## config.mk

```make
export PLATFORM = sky130hd
export DESIGN_NAME = instr_rom_loader
export DESIGN_NICKNAME = d
export VERILOG_FILES = /design/src/rtl/kgp_risc_pkg.sv /design/src/rtl/instr_encode.sv /design/src/rtl/instr_rom_loader.sv
export SDC_FILE = /design/constraint.sdc
export NUM_CORES = 1
export LEC_CHECK = 0
export BUFFER_PORTS_ARGS = -buffer_cell sky130_fd_sc_hd__buf_2
export CAP_MARGIN = 0
export CORE_MARGIN = 2
export CORE_UTILIZATION = 27
export CTS_CLUSTER_SIZE = 8
export DETAILED_ROUTE_END_ITERATION = 7
export GPL_TIMING_DRIVEN = 0
export PLACE_DENSITY = 0.57
export SKIP_CTS_REPAIR_TIMING = 1
export SLEW_MARGIN = 10
export SYNTH_ARGS = -nofsm -noshare
export SYNTH_HDL_FRONTEND = slang
export SYNTH_HIERARCHICAL = 1
export SYNTH_SLANG_ARGS = --single-unit
```

## constraint.sdc

```tcl
create_clock -name clk -period 4.4 [get_ports clk]
set_input_delay 0.44 -clock clk [delete_from_list [all_inputs] [get_ports clk]]
set_output_delay 0.44 -clock clk [all_outputs]
set_load 0.005 [all_outputs]
```

## src/rtl/kgp_risc_pkg.sv

```systemverilog
// KGP-RISC shared definitions: instruction formats, field positions, loader states.
// Used by the ROM loader and the instruction decoder.
package kgp_risc_pkg;

    localparam int WORD_W = 32;

    typedef enum logic [1:0] {
        FMT_R = 2'b00,
        FMT_I = 2'b01,
        FMT_J = 2'b10,
        FMT_X = 2'b11
    } fmt_e;

    localparam int OPC_MSB = 31;
    localparam int OPC_LSB = 29;
    localparam int OPC_W   = OPC_MSB - OPC_LSB + 1;

    localparam int RS_MSB  = 28;
    localparam int RS_LSB  = 24;
    localparam int RS_W    = RS_MSB - RS_LSB + 1;

    localparam int RT_MSB  = 23;
    localparam int RT_LSB  = 19;
    localparam int RT_W    = RT_MSB - RT_LSB + 1;

    localparam int SH_MSB  = 18;
    localparam int SH_LSB  = 14;
    localparam int SH_W    = SH_MSB - SH_LSB + 1;

    localparam int FC_MSB  = 3;
    localparam int FC_LSB  = 0;
    localparam int FC_W    = FC_MSB - FC_LSB + 1;

    localparam int IMM_MSB = 21;
    localparam int IMM_LSB = 0;
    localparam int IMM_W   = IMM_MSB - IMM_LSB + 1;

    localparam int LBL_MSB = 24;
    localparam int LBL_LSB = 0;
    localparam int LBL_W   = LBL_MSB - LBL_LSB + 1;

    typedef enum logic [2:0] {
        ST_IDLE,
        ST_ACCEPT,
        ST_WRITE,
        ST_RD,
        ST_CHECK,
        ST_DONE
    } ld_state_e;

    function automatic logic fmt_legal(input logic [1:0] f);
        return fmt_e'(f) != FMT_X;
    endfunction

endpackage

```

## src/rtl/instr_encode.sv

```systemverilog
// Combinational field packer: format + fields -> 32-bit KGP-RISC word.
// Unused fields are ignored; fmt 11 flags illegal.
module instr_encode (
    input  logic [1:0]  fmt_i,
    input  logic [2:0]  opcode_i,
    input  logic [4:0]  rs_i,
    input  logic [4:0]  rt_i,
    input  logic [4:0]  shamt_i,
    input  logic [3:0]  fcode_i,
    input  logic [21:0] imm_i,
    input  logic [24:0] label_i,
    output logic [31:0] word_o,
    output logic        illegal_o
);
    import kgp_risc_pkg::*;

    always_comb begin
        word_o    = '0;
        illegal_o = !fmt_legal(fmt_i);
        word_o[OPC_MSB:OPC_LSB] = opcode_i;
        unique case (fmt_e'(fmt_i))
            FMT_R: begin
                word_o[RS_MSB:RS_LSB] = rs_i;
                word_o[RT_MSB:RT_LSB] = rt_i;
                word_o[SH_MSB:SH_LSB] = shamt_i;
                word_o[FC_MSB:FC_LSB] = fcode_i;
            end
            FMT_I: begin
                word_o[RS_MSB:RS_LSB]   = rs_i;
                word_o[IMM_MSB:IMM_LSB] = imm_i;
            end
            FMT_J: begin
                word_o[LBL_MSB:LBL_LSB] = label_i;
            end
            FMT_X: begin
                word_o = '0;
            end
        endcase
    end

endmodule

```

## src/rtl/instr_rom_loader.sv

```systemverilog
// Program loader: encodes field bundles and writes them to sequential
// instruction-memory addresses, optionally reading each word back to verify.
module instr_rom_loader #(
    parameter int ADDR_W    = 8,
    parameter int DEPTH     = 256,
    parameter int BASE_ADDR = 0,
    parameter int VERIFY    = 1
) (
    input  logic              clk,
    input  logic              rst,
    input  logic              start,
    input  logic              in_valid,
    output logic              in_ready,
    input  logic [1:0]        fmt,
    input  logic [2:0]        opcode,
    input  logic [4:0]        rs_addr,
    input  logic [4:0]        rt_addr,
    input  logic [4:0]        shamt,
    input  logic [3:0]        fcode,
    input  logic [21:0]       imm,
    input  logic [24:0]       label,
    input  logic              last,
    output logic              rom_we,
    output logic              rom_re,
    output logic [ADDR_W-1:0] rom_addr,
    output logic [31:0]       rom_wdata,
    input  logic [31:0]       rom_rdata,
    output logic              busy,
    output logic              done,
    output logic              err,
    output logic              mismatch,
    output logic [ADDR_W:0]   count
);
    import kgp_risc_pkg::*;

    localparam int LAST_I = BASE_ADDR + DEPTH - 1;
    localparam logic [ADDR_W-1:0] BASE = BASE_ADDR[ADDR_W-1:0];
    localparam logic [ADDR_W-1:0] LAST = LAST_I[ADDR_W-1:0];
    localparam logic [ADDR_W-1:0] A_ONE = {{(ADDR_W-1){1'b0}}, 1'b1};
    localparam logic [ADDR_W:0]   C_ONE = {{ADDR_W{1'b0}}, 1'b1};

    ld_state_e         state_q;
    logic              rom_we_q;
    logic              rom_re_q;
    logic [ADDR_W-1:0] addr_q;
    logic [31:0]       wdata_q;
    logic [ADDR_W:0]   count_q;
    logic              busy_q;
    logic              done_q;
    logic              err_q;
    logic              mis_q;
    logic              last_q;

    logic [31:0]       word_d;
    logic              illegal_d;
    logic              adv_d;

    instr_encode u_enc (
        .fmt_i     (fmt),
        .opcode_i  (opcode),
        .rs_i      (rs_addr),
        .rt_i      (rt_addr),
        .shamt_i   (shamt),
        .fcode_i   (fcode),
        .imm_i     (imm),
        .label_i   (label),
        .word_o    (word_d),
        .illegal_o (illegal_d)
    );

    // Advance happens after the write without verify, or after the compare.
    assign adv_d = (state_q == ST_CHECK) ||
                   ((state_q == ST_WRITE) && (VERIFY == 0));

    always_ff @(posedge clk or negedge rst) begin
        if (!rst) begin
            state_q  <= ST_IDLE;
            rom_we_q <= 1'b0;
            rom_re_q <= 1'b0;
            addr_q   <= BASE;
            wdata_q  <= '0;
            count_q  <= '0;
            busy_q   <= 1'b0;
            done_q   <= 1'b0;
            err_q    <= 1'b0;
            mis_q    <= 1'b0;
            last_q   <= 1'b0;
        end else begin
            unique case (state_q)
                ST_IDLE, ST_DONE: begin
                    if (start) begin
                        addr_q  <= BASE;
                        count_q <= '0;
                        done_q  <= 1'b0;
                        err_q   <= 1'b0;
                        mis_q   <= 1'b0;
                        busy_q  <= 1'b1;
                        state_q <= ST_ACCEPT;
                    end
                end
                ST_ACCEPT: begin
                    if (in_valid) begin
                        wdata_q <= word_d;
                        last_q  <= last;
                        if (illegal_d) begin
                            err_q   <= 1'b1;
                            busy_q  <= 1'b0;
                            done_q  <= 1'b1;
                            state_q <= ST_DONE;
                        end else begin
                            rom_we_q <= 1'b1;
                            state_q  <= ST_WRITE;
                        end
                    end
                end
                ST_WRITE: begin
                    rom_we_q <= 1'b0;
                    count_q  <= count_q + C_ONE;
                    if (VERIFY != 0) begin
                        rom_re_q <= 1'b1;
                        state_q  <= ST_RD;
                    end
                end
                ST_RD: begin
                    rom_re_q <= 1'b0;
                    state_q  <= ST_CHECK;
                end
                ST_CHECK: begin
                    if (rom_rdata != wdata_q) begin
                        mis_q <= 1'b1;
                    end
                end
                default: begin
                    state_q <= ST_IDLE;
                end
            endcase

            if (adv_d) begin
                if (last_q) begin
                    busy_q  <= 1'b0;
                    done_q  <= 1'b1;
                    state_q <= ST_DONE;
                end else if (addr_q == LAST) begin
                    err_q   <= 1'b1;
                    busy_q  <= 1'b0;
                    done_q  <= 1'b1;
                    state_q <= ST_DONE;
                end else begin
                    addr_q  <= addr_q + A_ONE;
                    state_q <= ST_ACCEPT;
                end
            end
        end
    end

    assign in_ready  = (state_q == ST_ACCEPT);
    assign rom_we    = rom_we_q;
    assign rom_re    = rom_re_q;
    assign rom_addr  = addr_q;
    assign rom_wdata = wdata_q;
    assign busy      = busy_q;
    assign done      = done_q;
    assign err       = err_q;
    assign mismatch  = mis_q;
    assign count     = count_q;

endmodule

```

Word-level counts from Yosys, hierarchy flattened
Cells that the tools add are included.
{"block": "classes", "muxes": 49, "reduce_logical": 13, "eq_ne": 17, "n_addsub": 2}
{"op": "2-to-1 mux 8 bit", "n": 5}
{"op": "!= test 32 bit", "n": 1}
{"op": "one-hot mux 8 bit (4 select lines)", "n": 1}
{"op": "2-to-1 mux 1 bit", "n": 22}
{"op": "2-to-1 mux 3 bit", "n": 7}
{"op": "one-hot mux 10 bit (2 select lines)", "n": 1}
{"op": "one-hot mux 9 bit (2 select lines)", "n": 1}
{"op": "one-hot mux 4 bit (4 select lines)", "n": 1}
{"op": "one-hot mux 1 bit (2 select lines)", "n": 6}
{"op": "one-hot mux 3 bit (4 select lines)", "n": 1}
{"op": "adder 9 x 1 -> 9 bit (second input constant)", "n": 1}
{"op": "2-to-1 mux 9 bit", "n": 1}
{"op": "adder 8 x 1 -> 8 bit (second input constant)", "n": 1}
{"op": "equality test 8 bit (second input constant)", "n": 1}
{"op": "nonzero test 2 bit", "n": 4}
{"op": "equality test 3 x 2 -> 1 bit (second input constant)", "n": 2}
{"op": "equality test 3 bit (second input constant)", "n": 2}
{"op": "!= test 2 bit (second input constant)", "n": 3}
{"op": "AND reduction 2 bit", "n": 3}
{"op": "AND reduction 3 bit", "n": 2}
{"op": "equality test 2 bit (second input constant)", "n": 2}
{"op": "2-to-1 mux 4 bit", "n": 1}
{"op": "!= test 2 x 1 -> 1 bit (second input constant)", "n": 2}
{"op": "one-hot mux 2 bit (2 select lines)", "n": 1}
{"op": "other kinds (8)", "n": 9}
{"block": "totals", "register_bits": 59, "elab_cells": 92, "output_inout_bits": 56}

Logic depth before layout (Yosys ltp)
{"block": "logic_depth", "depth_word": 7, "depth_mapped": 8, "ltp_nobuf": 6}

By module
The synthesis kept the hierarchy.
{"module": "instr_rom_loader", "area_each_um2": 2937.8, "instances": 1, "cells_each": 257, "seq_area_each_um2": 1476.4}
{"module": "instr_encode", "area_each_um2": 585.6, "instances": 1, "cells_each": 87, "seq_area_each_um2": 0.0}

Least setup slack after synthesis
OpenSTA, ideal clock, no wires.
{"block": "synth_timing", "path_kind": "input-to-reg", "start": "input fmt[0]", "end": "register wdata_q[24] (netlist: rom_wdata[24])", "path_buffers": 2, "setup_slack_ns": 2.842, "required_ns": 4.273, "setup_ns": 0.127, "stages": 7, "arrival_ns": 1.430, "path_cell_list": "inv_1 ha_1 buf_6 buf_8 nor2_1 a22o_1 mux2_1"}
{"block": "synth_between", "elab_chain_cells": 3, "elab_cells_between_ends": 6}
{"element": "from (decl)", "line_no": "instr_rom_loader.sv:14", "rtl": "input logic [1:0] fmt,"}
{"element": "equality test 2 x 1 -> 1 bit / zero test 2 bit (equally long branches)", "line_no": "instr_encode.sv:21", "rtl": "unique case (fmt_e'(fmt_i))"}
{"element": "OR reduction 2 bit (no line)"}
{"element": "one-hot mux 1 bit (3 select lines) (*)", "line_no": "instr_encode.sv:21"}
{"element": "named net word_d[24]", "line_no": "instr_rom_loader.sv:54", "rtl": "logic [31:0] word_d;"}
{"element": "to (signal assigned)", "line_no": "instr_rom_loader.sv:103", "rtl": "wdata_q <= word_d;"}
{"element": "to (decl)", "line_no": "instr_rom_loader.sv:46", "rtl": "logic [31:0] wdata_q;"}
The timed path passes the listed nets; every way through them passes the cells marked *.
A chain may end at the register's enable or synchronous reset.

Worst setup path in the final report
{"block": "layout_timing", "start": "register state_q[0]", "end": "register wdata_q[25] (netlist: rom_wdata[25])"}
{"block": "layout_between", "elab_chain_cells": 2}
{"element": "from (decl)", "line_no": "instr_rom_loader.sv:42", "rtl": "ld_state_e state_q;"}
{"element": "from (signal assigned)", "line_no": "instr_rom_loader.sv:77", "rtl": "state_q <= ST_IDLE;"}
{"element": "from (signal assigned)", "line_no": "instr_rom_loader.sv:98", "rtl": "state_q <= ST_ACCEPT;"}
{"element": "from (signal assigned)", "line_no": "instr_rom_loader.sv:109", "rtl": "state_q <= ST_DONE;"}
{"element": "equality test 3 x 1 -> 1 bit", "line_no": "instr_rom_loader.sv:89", "rtl": "unique case (state_q)"}
{"element": "AND reduction 2 bit (no line)"}
No other way between the ends.

==> flow_metrics.py <==
metrics = {
    "outcome": {
        "status": "completed",
    },
    "routing": {
        "vias_per_cell": 4.65,
        "drt_iter0_drc": 128,
        "antenna_left": 0,
        "drc_errors": 0,
        "wl_per_cell_um": 15.0,
        "firstDrtPassIters": 4,
        "vias": 3225,
        "routed_wl_mm": 10.4,
    },
    "sta": {
        "finClkSkew_ps": 8.79,
        "fin_setup_tns_ps": 0,
        "setup_slack_ps": 2700,
        "final-max-slew-violation-count": 0,
        "min_period_ps": 1700,
        "finalCritPeriodShare": 0.385,
        "setup_viol": 0,
        "rsz0062_at_grt": "no",
        "timing.fmax_mhz": 590,
        "slew_headroom": 0.494,
        "finalHoldViolCount": 0,
        "tightest_slew_ps": 759,
    },
    "cells_and_area": {
        "fin_nets": 634,
        "finalNonFillerCells": 694,
        "insertedDiodeCount": 0,
        "final_cell_mix": "buf_2, dfrtp_1, nand2_1, xor2_1, mux2_1",
        "final_common_cell": "buf_2",
        "drive_gt1_frac": 0.400,
        "area_growth_pct": 39.3,
        "fill_cells": 1312,
        "ff_latch_area_sq_um": 1480,
        "multiInputGateArea_sq_um": 1870,
    },
    "setup_path": {
        "critPathKind": "reg2reg",
        "crit_path_max_fanout": 10,
        "cp.required_ps": 4600,
        "critical_path_arrival_ps": 1890,
        "reg2regPathDepth": 7,
        "critPathLaunchType": "flip-flop",
        "end_kind": "flip-flop",
    },
    "power": {
        "power.density_nw_per_um2": 548,
        "vdd.ir_drop.worst_uv": 210,
        "leakage_nw": 2.52,
    },
    "floorplan": {
        "start_util": 0.278,
        "std_cell_rows": 41,
        "coreArea_sq_um": 12700,
        "die_area_sq_um": 14000,
        "num_io_pins": 164,
        "fp.dieW_um": 118,
        "fp.dieH_um": 118,
    },
    "clock_tree": {
        "root_buffer": "clkbuf_16",
        "cts.clk_slew.worst_paths_ps": 50,
        "htreeDepth": 3,
        "cts_tree": "yes",
        "clockBufferDepth": 2,
        "clock_sinks": 59,
        "clk_latency_ps": 320,
        "cts_made_buffers": 9,
    },
    "yosys": {
        "synthCells": 344,
        "ys_top_cells_by_area": "dfrtp_1, mux2_1, xor2_1",
        "synth_seq_cells": 59,
        "syn_area_sq_um": 3520,
        "syn_nets": 460,
        "syn_area_per_cell_sq_um": 10.2,
        "seq_area_frac_synth": 0.419,
        "synth_top_area_frac": 0.419,
        "yosys.area.top_type": "dfrtp_1",
        "yosys_warnings": 6,
        "synth_cell_types": 49,
    },
    "global_routing": {
        "grt_pass1_wl_mm": 17.0,
        "grt_pass1_vias": 3316,
        "grt.total_usage": 0.152,
        "grt-ovfl-total": 0,
        "grt_max_degree": 60,
        "grt_antenna_before_repair": 0,
    },
    "place": {
        "dp_slack_ps": 2420,
        "dpl.cell_count": 679,
        "io_buffers": 163,
        "dp_hpwl_mm": 8.18,
        "gp_congestion": 0.821,
    },
    "flow_run": {
        "cap_violations": 0,
    },
    "min_path": {
        "min_path_type": "in2async",
    },
}
## routing by layer
metal | up-vias | part of all wire | track usage
met5 | - | 0 | 0
met2 | 91 | 0.49 | 0.260
li1 | 1573 | - | -
met4 | 0 | 0.0051 | 0.0354
met3 | 6 | 0.047 | 0.0333
met1 | 1555 | 0.45 | 0.196
## final timing paths
check | startpoint | endpoint | slack [ps]
setup / recovery | state_q[0] | rom_wdata[25] | 2700
hold / removal | rst | rom_addr[5] | 210
setup reg to reg | state_q[0] | rom_wdata[25] | 2700
hold reg to reg | count[8] | count[8] | 480
max in group asynchronous | rst | rom_wdata[18] | 3710
min in group clk | last | last_q | 360
## synth_stat cells, drive strengths merged
master	n
dfrtp	59
mux2	33
nand2	33
xor2	33
o21ai	31
a22oi	24
nor2	22
nor2b	18
buf	13
nand3	10
nor4	9
ha	8
a21oi	7
inv	5
nand4	5
clkbuf	4
nand2b	3
a22o	2
and2	2
and3	2
mux2i	2
nand3b	2
o22ai	2
o31ai	2
xnor2	2
a211oi	1
a31oi	1
and3b	1
nor3	1
nor3b	1
nor4b	1
nor4bb	1
o211a	1
o211ai	1
o2bb2ai	1
or3	1
## power breakdown
group / switching (mW) / total (mW) / internal, mW / leakage [nW]
registers: 0.181 / 0.918 / 0.737 / 0.774
clock network: 0.245 / 0.825 / 0.581 / 0.168
logic: 0.457 / 0.948 / 0.491 / 1.58
## through the flow
| step | cell area [sq um] | hold slack, ps | total power [mW] | util |
|---|---|---|---|---|
| after floorplan | 3520 | 144 | 1.48 | - |
| after global placement | 4550 | 464 | 1.88 | 0.359 |
| after detailed placement | 4560 | 478 | 1.90 | 0.360 |
| after CTS | 4910 | 237 | 2.74 | 0.387 |
| after global routing | 4910 | 273 | 2.87 | 0.387 |
| final | 4910 | 210 | 2.69 | 0.387 |
## logic make-up after synthesis
kind of cell | after synthesis | synth area share
AO/OA/AOI/OAI | 73 | 0.133
XOR/XNOR | 35 | 0.0870
adder cells (fa/ha/maj) | 8 | 0.0284
buffers and inverters | 22 | 0.0508
flip-flops | 59 | 0.419
multiplexers | 35 | 0.111
AND/OR/NAND/NOR | 112 | 0.170
## flip-flops by register name (all words and copies together) (netlist names), 3 cells and up
name,count
rom_wdata,32
count,9
rom_addr,8
state_q,3
## final cells by class
cell class	count	share of cell area
Clock buffer	11	0.0515
Multi-Input combinational cell	263	0.381
Clock inverter	4	0.0199
Tap cell	172	0.0439
Timing Repair Buffer	163	0.167
Sequential cell	59	0.301
Buffer	17	0.0321
Inverter	5	0.00433
## critical path, stage by stage (launching register included)
cell	delay, ps
dfrtp_1	330
buf_6	140
inv_4	60
nor3_4	180
and2_1	160
buf_6	160
buf_6	180
mux2_1	340
(Power assumes the default switching activity.)
